--- src/rtl/ucode_loader_if.sv ---
// rtl/ucode_loader_if.sv - byte stream, control-store read port and loader status bundle
interface ucode_loader_if #(
  parameter int ADDR_W = 4,
  parameter int DATA_W = 24
);
  logic              rx_valid;
  logic [7:0]        rx_data;
  logic [ADDR_W-1:0] rd_addr;
  logic [DATA_W-1:0] rd_data;
  logic              run;
  logic              busy;
  logic              err;
  logic [ADDR_W:0]   words_loaded;

  modport master (
    output rx_valid, rx_data, rd_addr,
    input  rd_data, run, busy, err, words_loaded
  );

  modport slave (
    input  rx_valid, rx_data, rd_addr,
    output rd_data, run, busy, err, words_loaded
  );
endinterface

--- src/rtl/ucode_loader.sv ---
// rtl/ucode_loader.sv - writable control store filled from a framed, checksummed byte stream
module ucode_loader #(
  parameter int          ADDR_W  = 4,
  parameter int          DATA_W  = 24,
  parameter logic [7:0]  SYNC    = 8'hA5,
  parameter logic [15:0] TIMEOUT = 16'd4000
) (
  input logic          clock,
  input logic          reset,
  ucode_loader_if.slave bus
);
  localparam int DEPTH = 1 << ADDR_W;
  localparam logic [ADDR_W:0]   ONE_W = 1;
  localparam logic [ADDR_W-1:0] ONE_A = 1;

  typedef enum logic [2:0] {IDLE, COUNT, DATA, CHECK, RUN, ERROR} state_t;

  state_t            state, state_d;
  logic              run, run_d, busy, busy_d, err, err_d;
  logic [ADDR_W:0]   words_loaded, wl_d, n_words, n_d;
  logic [7:0]        sum, sum_d, b0, b0_d, b1, b1_d, sum_chk;
  logic [15:0]       timer, timer_d;
  logic [ADDR_W-1:0] waddr, waddr_d;
  logic [1:0]        bytesel, bytesel_d;
  logic              we, in_frame, is_sync;
  logic [DATA_W-1:0] wdata;
  logic [DATA_W-1:0] mem [DEPTH];

  assign in_frame = (state == COUNT) || (state == DATA) || (state == CHECK);
  assign is_sync  = bus.rx_valid && (bus.rx_data == SYNC);
  assign sum_chk  = sum + bus.rx_data;

  always_comb begin
    state_d   = state;
    run_d     = run;
    busy_d    = busy;
    err_d     = err;
    wl_d      = words_loaded;
    sum_d     = sum;
    waddr_d   = waddr;
    bytesel_d = bytesel;
    b0_d      = b0;
    b1_d      = b1;
    n_d       = n_words;
    we        = 1'b0;
    wdata     = {bus.rx_data, b1, b0};
    timer_d   = (in_frame && !bus.rx_valid) ? timer + 16'd1 : 16'd0;

    case (state)
      IDLE, RUN, ERROR: begin
        if (is_sync) begin
          state_d   = COUNT;
          run_d     = 1'b0;
          err_d     = 1'b0;
          busy_d    = 1'b1;
          wl_d      = '0;
          sum_d     = 8'h00;
          waddr_d   = '0;
          bytesel_d = 2'd0;
        end
      end
      COUNT: begin
        if (bus.rx_valid) begin
          if (bus.rx_data == 8'h00 || int'(bus.rx_data) > DEPTH) begin
            state_d = ERROR;
            err_d   = 1'b1;
            busy_d  = 1'b0;
          end else begin
            n_d     = (ADDR_W+1)'(bus.rx_data);
            sum_d   = bus.rx_data;
            state_d = DATA;
          end
        end
      end
      DATA: begin
        if (bus.rx_valid) begin
          sum_d = sum_chk;
          case (bytesel)
            2'd0: begin b0_d = bus.rx_data; bytesel_d = 2'd1; end
            2'd1: begin b1_d = bus.rx_data; bytesel_d = 2'd2; end
            default: begin
              we        = 1'b1;
              waddr_d   = waddr + ONE_A;
              wl_d      = words_loaded + ONE_W;
              bytesel_d = 2'd0;
              if (wl_d == n_words) state_d = CHECK;
            end
          endcase
        end
      end
      CHECK: begin
        if (bus.rx_valid) begin
          busy_d = 1'b0;
          if (sum_chk == 8'h00) begin
            state_d = RUN;
            run_d   = 1'b1;
          end else begin
            state_d = ERROR;
            err_d   = 1'b1;
          end
        end
      end
      default: state_d = IDLE;
    endcase

    // An arriving byte on the expiry cycle takes precedence over the timeout.
    if (in_frame && !bus.rx_valid && timer == TIMEOUT - 16'd1) begin
      state_d = ERROR;
      err_d   = 1'b1;
      busy_d  = 1'b0;
    end
  end

  always_ff @(posedge clock) begin
    if (reset) begin
      state        <= IDLE;
      run          <= 1'b0;
      busy         <= 1'b0;
      err          <= 1'b0;
      words_loaded <= '0;
      sum          <= 8'h00;
      timer        <= 16'd0;
      waddr        <= '0;
      bytesel      <= 2'd0;
      b0           <= 8'h00;
      b1           <= 8'h00;
      n_words      <= '0;
    end else begin
      state        <= state_d;
      run          <= run_d;
      busy         <= busy_d;
      err          <= err_d;
      words_loaded <= wl_d;
      sum          <= sum_d;
      timer        <= timer_d;
      waddr        <= waddr_d;
      bytesel      <= bytesel_d;
      b0           <= b0_d;
      b1           <= b1_d;
      n_words      <= n_d;
    end
  end

  // RAM is deliberately outside reset so a reset mid-frame keeps partial writes.
  always_ff @(posedge clock) begin
    if (we && !reset) mem[waddr] <= wdata;
  end

  assign bus.rd_data      = mem[bus.rd_addr];
  assign bus.run          = run;
  assign bus.busy         = busy;
  assign bus.err          = err;
  assign bus.words_loaded = words_loaded;
endmodule

--- src/flat_wrapper.sv ---
// flat-port wrapper written by rule: the top's interface ports become plain ports
module ucode_loader_flat 
#(
  parameter int          ADDR_W  = 4,
  parameter int          DATA_W  = 24,
  parameter logic [7:0]  SYNC    = 8'hA5,
  parameter logic [15:0] TIMEOUT = 16'd4000
)
  (clock, reset, bus_rx_valid, bus_rx_data, bus_rd_addr, bus_rd_data, bus_run, bus_busy, bus_err, bus_words_loaded);
  ucode_loader_if #(.ADDR_W(ADDR_W), .DATA_W(DATA_W)) bus_i ();
  input logic clock;
  input logic reset;
  input wire logic [$bits(bus_i.rx_valid)-1:0] bus_rx_valid;
  input wire logic [$bits(bus_i.rx_data)-1:0] bus_rx_data;
  input wire logic [$bits(bus_i.rd_addr)-1:0] bus_rd_addr;
  output wire logic [$bits(bus_i.rd_data)-1:0] bus_rd_data;
  output wire logic [$bits(bus_i.run)-1:0] bus_run;
  output wire logic [$bits(bus_i.busy)-1:0] bus_busy;
  output wire logic [$bits(bus_i.err)-1:0] bus_err;
  output wire logic [$bits(bus_i.words_loaded)-1:0] bus_words_loaded;
  assign bus_i.rx_valid = bus_rx_valid;
  assign bus_i.rx_data = bus_rx_data;
  assign bus_i.rd_addr = bus_rd_addr;
  assign bus_rd_data = bus_i.rd_data;
  assign bus_run = bus_i.run;
  assign bus_busy = bus_i.busy;
  assign bus_err = bus_i.err;
  assign bus_words_loaded = bus_i.words_loaded;
  ucode_loader #(.ADDR_W(ADDR_W), .DATA_W(DATA_W), .SYNC(SYNC), .TIMEOUT(TIMEOUT)) u_core (.clock(clock), .reset(reset), .bus(bus_i));
endmodule
--- config.mk ---
export PLATFORM = sky130hd
export DESIGN_NAME = ucode_loader_flat
export DESIGN_NICKNAME = d
export VERILOG_FILES = /design/src/rtl/ucode_loader_if.sv /design/src/rtl/ucode_loader.sv /design/src/flat_wrapper.sv
export SDC_FILE = /design/constraint.sdc
export NUM_CORES = 1
export LEC_CHECK = 0
export CORE_MARGIN = 2
export CORE_UTILIZATION = 48
export CTS_BUF_LIST = sky130_fd_sc_hd__clkbuf_4
export DETAILED_ROUTE_END_ITERATION = 7
export GPL_TIMING_DRIVEN = 0
export MAX_ROUTING_LAYER = met4
export PLACE_DENSITY_LB_ADDON = 0.2
export SLEW_MARGIN = 20
export SYNTH_ARGS = -nofsm -noshare
export SYNTH_HDL_FRONTEND = slang
export SYNTH_SLANG_ARGS = --single-unit
--- constraint.sdc ---
create_clock -name clock -period 4.7 [get_ports clock]
set_input_delay 1.41 -clock clock [delete_from_list [all_inputs] [get_ports clock]]
set_output_delay 1.41 -clock clock [all_outputs]
set_load 0.05 [all_outputs]
==> results.yml, run 1 <==
power_and_ir_drop:
  power_leakage_nw: 6.73
  seqPwrFrac: 0.546
  power_density_mw_per_mm2: 376
  p_sw_mw: 1.66
  cellInternalPower_mw: 6.12
  power_frac_comb: 0.037
  switching_share: 0.214
  clkPwrFrac: 0.416
  ir_drop_mv: 0.182
logic_synthesis:
  syn_area_mm2: 0.0177
  synth_fp_nets: 970
  yosysSeqAreaShare: 0.721
  netlist-cell-type-count: 57
  async_reset_ff_frac: 0
  yosys_warnings: 0
  synth_top_area_frac: 0.651
  synth.area.top_cells: "edfxtp_1, mux4_2, dfxtp_1, nor2_1, ha_1"
  synth_edf_count: 384
  yosys_most_used_dff: "edfxtp_1"
  synth_area_leader_cell: "edfxtp_1"
  synth_seq_cells: 446
  synthCells: 941
  yosysMostFrequentCell: "edfxtp_1"
  synth_commonest_cells: "edfxtp_1, mux4_2, dfxtp_1"
  avgSynthCellArea_um2: 18.8
setup_path:
  crit_type: "in -> out"
  cpPeakStageDelay_ns: 0.53
  cp_slowest_cell: "mux4_2"
  start_kind: "input port"
  critPathCaptureType: "primary output"
  cp.arrival_ns: 3.23
  cp.required_ns: 3.29
  path_max_fanout: 10
  cp_cell_sequence: "clkbuf_4, clkbuf_16, buf_12, mux4_2, mux4_2, buf_4"
  cpMostUsedCell: "mux4_2"
  cp.buffers_inverters: 4
  critical-path-top-delay-family: "multiplexers"
clocking:
  htreeDepth: 3
  worstSkewPairLatency_ns: 0.77
  clockRootBuffer: "clkbuf_4"
  cts_sinks: 446
  clkTransAtPathRegs_ns: 0.06
  numCtsBuffers: 111
  cts.path.max_buffers: 3
  tritoncts: "yes"
final_layout:
  areaGrowthSynthToFinish_pct: 17.0
  layout-drive-gt1-share: 0.346
  fin_nets: 1153
placement:
  io_buffer_count: 41
  gp_congestion: 0.824
  place_ws_ns: -1.43
  hpwl_um: 25500
global_route:
  track_usage: 0.227
  overflow: 0
  antenna_found_initial: 1
  grt_pass1_vias: 9922
  grt_max_degree: 25
  grt_pass1_wl_um: 61100
timing:
  worst_slew_pin_slew_ns: 1.07
  setup_violations: 0
  setup_tns_ns: 0
  fin_crit_sh: 0.986
  relSlewSlack: 0.287
  rsz0062_at_grt: "false"
  layout_setup_ws_ns: 0.0648
  finalHoldViolCount: 0
  layout_min_cycle_time_ns: 4.64
  skew_ns: 0.0441
  max_freq_ghz: 0.216
  maxSlewViolCount: 0
routing:
  vias: 9647
  drt_iter0_drc: 770
  via_per_inst: 5.75
  dr.pass1.iters: 5
  antenna_left: 0
  route.detailed.drc: 0
  drt-total-wl_um: 40700
  wl_per_cell_um: 24.3
status:
  outcome: "complete, no violations"
die:
  die_h_um: 196
  io_pins: 47
  fp.dieArea_mm2: 0.0384
  start_util: 0.486
  die_x_um: 196
  core_area_mm2: 0.0364
  rows: 70
min_path:
  worstHoldPathType: "reg -> reg"
run:
  drv_cap: 0
layout make-up:
class	instances	area [um^2]
antenna	1	2.50
fill	2862	15700
inverter	8	30.0
tap	468	586
buffer	46	358
clock buffer	179	1340
sequential	446	12800
multi-input combinational	441	4810
clock inverter	18	96.3
timing repair buffer	70	714
worst paths after layout:
| path | startpoint | endpoint | slack, ns | depth (start not counted) |
|---|---|---|---|---|
| worst min register to register | u_core.timer[0] | u_core.timer[0] | 0.45 | 1 |
| worst max-delay path | bus_rd_addr[0] | bus_rd_data[17] | 0.06 | 6 |
| worst max register to register | u_core.state[1] | u_core.mem[1][19] | 1.23 | 9 |
| worst min-delay path | u_core.timer[0] | u_core.timer[0] | 0.45 | 1 |
layout by cell type (no fill, tap or decap), types with 12 or more instances in the layout:
cell	n
a21oi_1	31
buf_12	12
buf_2	21
buf_4	20
clkbuf_1	14
clkbuf_4	187
clkdlybuf4s50_1	16
clkinv_1	13
dfxtp_1	62
edfxtp_1	384
ha_1	13
mux2i_1	14
mux4_2	120
nand2_1	38
nand3_1	20
nor2_1	47
nor2_4	12
o21ai_0	13
or3_1	12
xor2_1	15
state kept, by name, indices dropped and copies added (netlist names):
signal,count
u_core.mem,384
u_core.timer,16
u_core.b0,8
u_core.b1,8
u_core.sum,8
u_core.bus.words_loaded,5
u_core.n_words,5
u_core.waddr,4
u_core.state,3
u_core.bytesel,2
u_core.bus.busy,1
u_core.bus.err,1
u_core.bus.run,1
kinds of logic after synthesis:
logic type | Yosys count | synth area share
DFF | 446 | 0.721
AOI/OAI and AO/OA | 75 | 0.0269
muxes | 135 | 0.161
adders and majority gates | 14 | 0.0103
buffers and inverters | 54 | 0.0129
xor gates and xnor gates | 25 | 0.0124
and+or+nand+nor | 192 | 0.0550
repair_timing:
action                                  in CTS  in global routing
buffers inserted                             1                  0
resized for setup                          167                  7
hold buffers                                 0                  0
pin swaps                                    0                  0
gates cloned                                 0                  0
endpoints found under the setup margin      24                 21
per-stage QoR:
step	total power [mW]	hold slack [ns]	utilization	std cells	cell area, um^2
finish	7.79	0.445	0.569	1677	20700
global route	8.09	0.462	0.569	1677	20700
CTS	7.87	0.454	0.568	1676	20700
detailed placement	4.63	0.444	0.528	1478	19200
global placement	4.63	0.431	0.514	1450	18700
floorplan	4.52	0.418	-	941	17700
power groups by stage:
stage	Sequential (mW)	Clock, mW	Combinational [mW]
final	4.25	3.24	0.291
after global routing	4.25	3.53	0.310
after CTS	4.25	3.32	0.295
after detailed placement	4.34	0	0.291
after global placement	4.34	0	0.290
after floorplan	4.34	0	0.179
worst register-to-register path, delay by kind of cell, from the launching register on:
family / cells / cell delay [ns]
simple gates: 5 / 1.88
buf+inv: 4 / 0.96
flops: 1 / 0.33
metal layers:
| metal | global-route usage | vias to the layer above | part of all wire |
|---|---|---|---|
| li1 | - | 4251 | - |
| met1 | 0.302 | 4992 | 0.43 |
| met2 | 0.355 | 336 | 0.50 |
| met3 | 0.0459 | 68 | 0.058 |
| met4 | 0.0758 | 0 | 0.020 |
| met5 | - | - | 0 |
Power figures use the tool's default switching activity.
==> inputs of run 2 (changes only) <==
- CORE_MARGIN: 2 -> unset
==> results.yml, run 2 (synthesis results as in run 1) <==
global_route:
  track_usage: 0.232
  antenna_found_initial: 2
  grt_pass1_wl_um: 61900
  grt_pass1_vias: 10113
  grt_max_degree: 25
  overflow: 0
min_path:
  worstHoldPathType: "reg -> reg"
timing:
  finalHoldViolCount: 0
  setup_tns_ns: 0
  worst_slew_pin_slew_ns: 1.00
  fin_crit_sh: 0.993
  relSlewSlack: 0.331
  maxSlewViolCount: 0
  layout_min_cycle_time_ns: 4.67
  rsz0062_at_grt: "false"
  holdWs_ns: 0.448
  max_freq_ghz: 0.214
  skew_ns: 0.0465
  setup_violations: 0
run:
  drv_cap: 0
power_and_ir_drop:
  power_density_mw_per_mm2: 380
  power_leakage_nw: 6.76
  p_total_mw: 7.90
  ir_drop_mv: 0.188
routing:
  drt_iter0_drc: 787
  drt-total-wl_um: 40800
  wl_per_cell_um: 24.2
  route.detailed.drc: 0
  dr.pass1.iters: 4
  vias: 9669
  via_per_inst: 5.74
  antenna_left: 0
setup_path:
  cpPeakStageDelay_ns: 0.53
  cp.required_ns: 3.29
  cpMostUsedCell: "mux4_2"
  critPathCaptureType: "primary output"
  start_kind: "input port"
  cp.arrival_ns: 3.26
  cp_slowest_cell: "mux4_2"
  path_max_fanout: 10
  crit_type: "in -> out"
  cp_cell_sequence: "clkbuf_2, buf_8, buf_12, mux4_2, mux4_2, clkbuf_4"
status:
  outcome: "complete, no violations"
final_layout:
  areaGrowthSynthToFinish_pct: 17.3
  largest_reg_flops: 384
  fin_cells: 1684
  fin_nets: 1156
  layout-drive-gt1-share: 0.348
  reg_top3: "u_core.mem x384, u_core.timer x16"
  final_cell_mix: "edfxtp_1, clkbuf_4, mux4_2"
  max_flop_register: "u_core.mem"
  register_area_mm2: 0.0128
  multi_input_area_mm2: 0.00481
  nFillCells: 2767
  final_common_cell: "edfxtp_1"
placement:
  gp_congestion: 0.839
  hpwl_um: 25600
  io_buffer_count: 41
  dp_cells: 1471
die:
  rows: 69
  die_h_um: 194
  die_x_um: 194
  start_util: 0.493
  fp.dieArea_mm2: 0.0377
  core_area_mm2: 0.0359
  io_pins: 47
clocking:
  tritoncts: "yes"
  cts_sinks: 446
  clkTransAtPathRegs_ns: 0.06
  cts.path.max_buffers: 3
  clockRootBuffer: "clkbuf_4"
  htreeDepth: 3
  worstSkewPairLatency_ns: 0.80
  numCtsBuffers: 113
[run 2: through the flow]
stage	setup slack (ns)	util	area [um^2]
after detailed placement	-1.51	0.535	19200
after floorplan	0.0358	-	17700
after global placement	-2.42	0.521	18700
after CTS	-0.000629	0.577	20700
after global routing	0.00110	0.578	20800
final	0.0339	0.578	20800
[run 2: metal layers]
layer,global-route usage,vias up,share of wire
met5,-,-,0
met4,0.0741,0,0.019
met3,0.0478,64,0.061
met2,0.360,335,0.49
met1,0.310,4982,0.43
li1,-,4288,-
[run 2: power breakdown]
part | leakage (nW) | total, mW | internal, mW | switching (mW)
combinational | 1.90 | 0.287 | 0.109 | 0.179
sequential | 3.94 | 4.25 | 4.25 | 0.000761
clock | 0.913 | 3.36 | 1.84 | 1.52
total | 6.76 | 7.90 | 6.20 | 1.70
[run 2: what timing repair did]
action | CTS | global route
setup buffers | 2 | 0
resized for setup | 158 | 12
endpoints found under the setup margin | 24 | 18
hold buffers | 0 | 0
[run 2: final timing paths]
kind | endpoint | slack (ns) | startpoint | cells past startpoint
hold reg to reg | u_core.timer[0] | 0.45 | u_core.timer[0] | 1
hold / removal | u_core.timer[0] | 0.45 | u_core.timer[0] | 1
setup reg to reg | u_core.mem[1][20] | 1.58 | u_core.state[1] | 8
setup / recovery | bus_rd_data[18] | 0.03 | bus_rd_addr[0] | 6
[run 2: critical path, delay by kind of cell]
kind | cells | cell delay, ns
buffers and inverters | 4 | 0.77
muxes | 2 | 1.05
[run 2: final cells by class]
type                    instances  share of cell area
well taps                     461              0.0278
multi-input cells             441               0.232
plain buffers                  46              0.0162
clock inverters                22             0.00578
diodes                          2            0.000241
repair buffers                 71              0.0342
inverters                       8             0.00145
clock buffers                 187              0.0676
flip-flops and latches        446               0.615
==> RTL change (flow settings as in run 1) <==
Make the reset (`reset`) asynchronous in one clocked block.
--- a/src/rtl/ucode_loader.sv
+++ b/src/rtl/ucode_loader.sv
@@ -113,3 +113,3 @@
 
-  always_ff @(posedge clock) begin
+  always_ff @(posedge clock or posedge reset) begin
     if (reset) begin
Formal check against the unedited RTL: differs if reset is asserted again (counterexample within 4 cycles, from zero or initial values and one cycle with reset high); with reset held inactive, the same outputs for 4 cycles.
==> RTL change against run 1 <==
- sequential cell count stayed put
- die area is 0.66% higher
- count of clock-buffer cells in the layout is 3 lower
- wire length is 5.4% lower
- synthesized area is 0.67% higher
- synthesized cell count is 6.7% lower
- final area is 0.24% higher
- worst setup slack worse by 0.035 ns
- non-clock buffer count is 8 lower
- utilization is 0.14 points lower
- via count is 6.3% lower
Power is not compared: it rests on default switching activity, and its combinational part moved more than twofold at a synthesized area within 25%.
==> RTL change: results (changes against run 1) <==
- Status: finished, final reports clean
- Largest net degree at the start of global routing: 41 (+64%)
- Place WS: -1.17 ns (+0.261 ns)
- Met1 usage: 0.278 (-0.0242)
- Cells after DPL: 1415 (-4.3%)
- Commonest cells post-synth: 384 x edfxtp_1, 120 x mux4_2, 62 x dfrtp_1, 39 x nor2_1, 29 x nand2_1
- Pre-Repair DR Iteration Count: 4 (-1)
- Setup Buffers After CTS: 0 (-1)
- Worst slew margin: 0.315 (+0.0280)
- WHS: 0.489 ns (+0.0440 ns)
- Reg2reg start: u_core.state[2]
- R2R Path End: u_core.mem[0][13]
- Layout fillers: 2841 (-0.73%)
- Multi-input gate area: 0.00459 mm^2 (-4.7%)
- HP Class: reg -> reg
- Async SR Flop Fraction: 0.139 (+0.139)
- Synth Instances: 878 (-6.7%)
- Clock Pin Slew Worst Setup and Hold Paths: 0.06 ns (about the same)
- Worst-Skew Late Latency: 0.75 ns (-0.02 ns)
- Vias in the first global route: 9556 (-3.7%)
- Routed vias/inst: 5.60 (-2.6%)
- Number of distinct library cells after synthesis: 54 (-5.3%)
- Final WL: 38500 um (-5.4%)
- Register area share after synthesis: 0.734 (+0.0126)
- Placed instance area: 0.0194 mm^2 (+0.85%)
- Min-delay src: u_core.timer[0]
- First-pass GRT wire length: 58600 um (-4.1%)
- Final Wtd Congestion: 0.792 (-3.9%)
- Iter 0 DRT Violations: 776 (+0.78%)
- Layout cell share with drive strength beyond 1: 0.380 (+0.0342)
- Arr. time, crit path: 3.26 ns (+0.03 ns)
- Met3 Use GR: 0.0491 (+0.00321)
- Final cell count without fillers: 1613 (-3.8%)
- Syn_nets: 907 (-6.5%)
- Met2 Track Usage GR: 0.346 (-0.00967)
- Sw frac: 0.267
- Dpl hpwl: 24500 um (-4.1%)
- Hold path endpoint: u_core.timer[0]
- GR Util All Layers: 0.216 (-0.0115)
- R2R Setup Slk: 1.35 ns (+0.12 ns)
- Worst Reg2Reg Path Length in Cells: 8 (-1)
- Fin Clk Skew: 0.0285 ns (-0.0157 ns)
- Area contributors post-synth: edfxtp_1 65%, mux4_2 15%, dfrtp_1 8.7%, mux2_2 1.0%, ha_1 0.91%
- Final net count: 1089 (-5.6%)
-- RTL change: changes by cell type after synthesis, moves of 15 or more --
cell,delta
dfrtp_1,+62
mux2_2,+15
dfxtp_1,-62
a21oi_1,-16
nor2_1,-20
clkbuf_1,-17
-- RTL change: routing by layer --
metal,part of all wire,wire [um],up-vias
li1,-,-,4039
met1,0.43,16500,4656
met2,0.50,19100,269
met3,0.054,2070,72
met4,0.021,810,0
met5,0,0,-
-- RTL change: cell type report --
type / instances / area share
clock buffer: 176 / 0.0636
sequential: 446 / 0.630
multi-input combinational: 376 / 0.221
antenna: 1 / 0.000121
tap: 468 / 0.0282
clock inverter: 21 / 0.00416
buffer: 39 / 0.0139
inverter: 17 / 0.00319
timing repair buffer: 69 / 0.0358
-- RTL change: worst max-delay path by stage --
stage	start	end	slack (ns)
finish	bus_rd_addr[0]	bus_rd_data[23]	0.03
global route	bus_rd_addr[0]	bus_rd_data[23]	-0.02
CTS	bus_rd_addr[0]	bus_rd_data[20]	0.001
detailed placement	bus_rd_addr[1]	bus_rd_data[22]	-1.17
global placement	reset	u_core.mem[0][12]	-1.94
floorplan	bus_rd_addr[1]	bus_rd_data[13]	0.18
-- RTL change: repair_timing --
action                                 CTS  global route
resized for setup                      156             2
endpoints found under the hold margin    0             0
setup endpoints to repair               24             8
-- RTL change: logic make-up after synthesis --
group / count (synthesis) / synth area share
AO/OA/AOI/OAI: 59 / 0.0211
XOR/XNOR: 24 / 0.0118
adder cells (fa/ha/maj): 14 / 0.0102
buffers and inverters: 56 / 0.0147
flip-flops: 446 / 0.734
multiplexers: 150 / 0.171
AND/OR/NAND/NOR: 129 / 0.0371
-- RTL change: worst max-delay path, stage by stage --
cell	delay, ns
clkbuf_4	0.18
buf_12	0.18
buf_8	0.19
mux4_2	0.52
mux4_2	0.54
buf_4	0.22
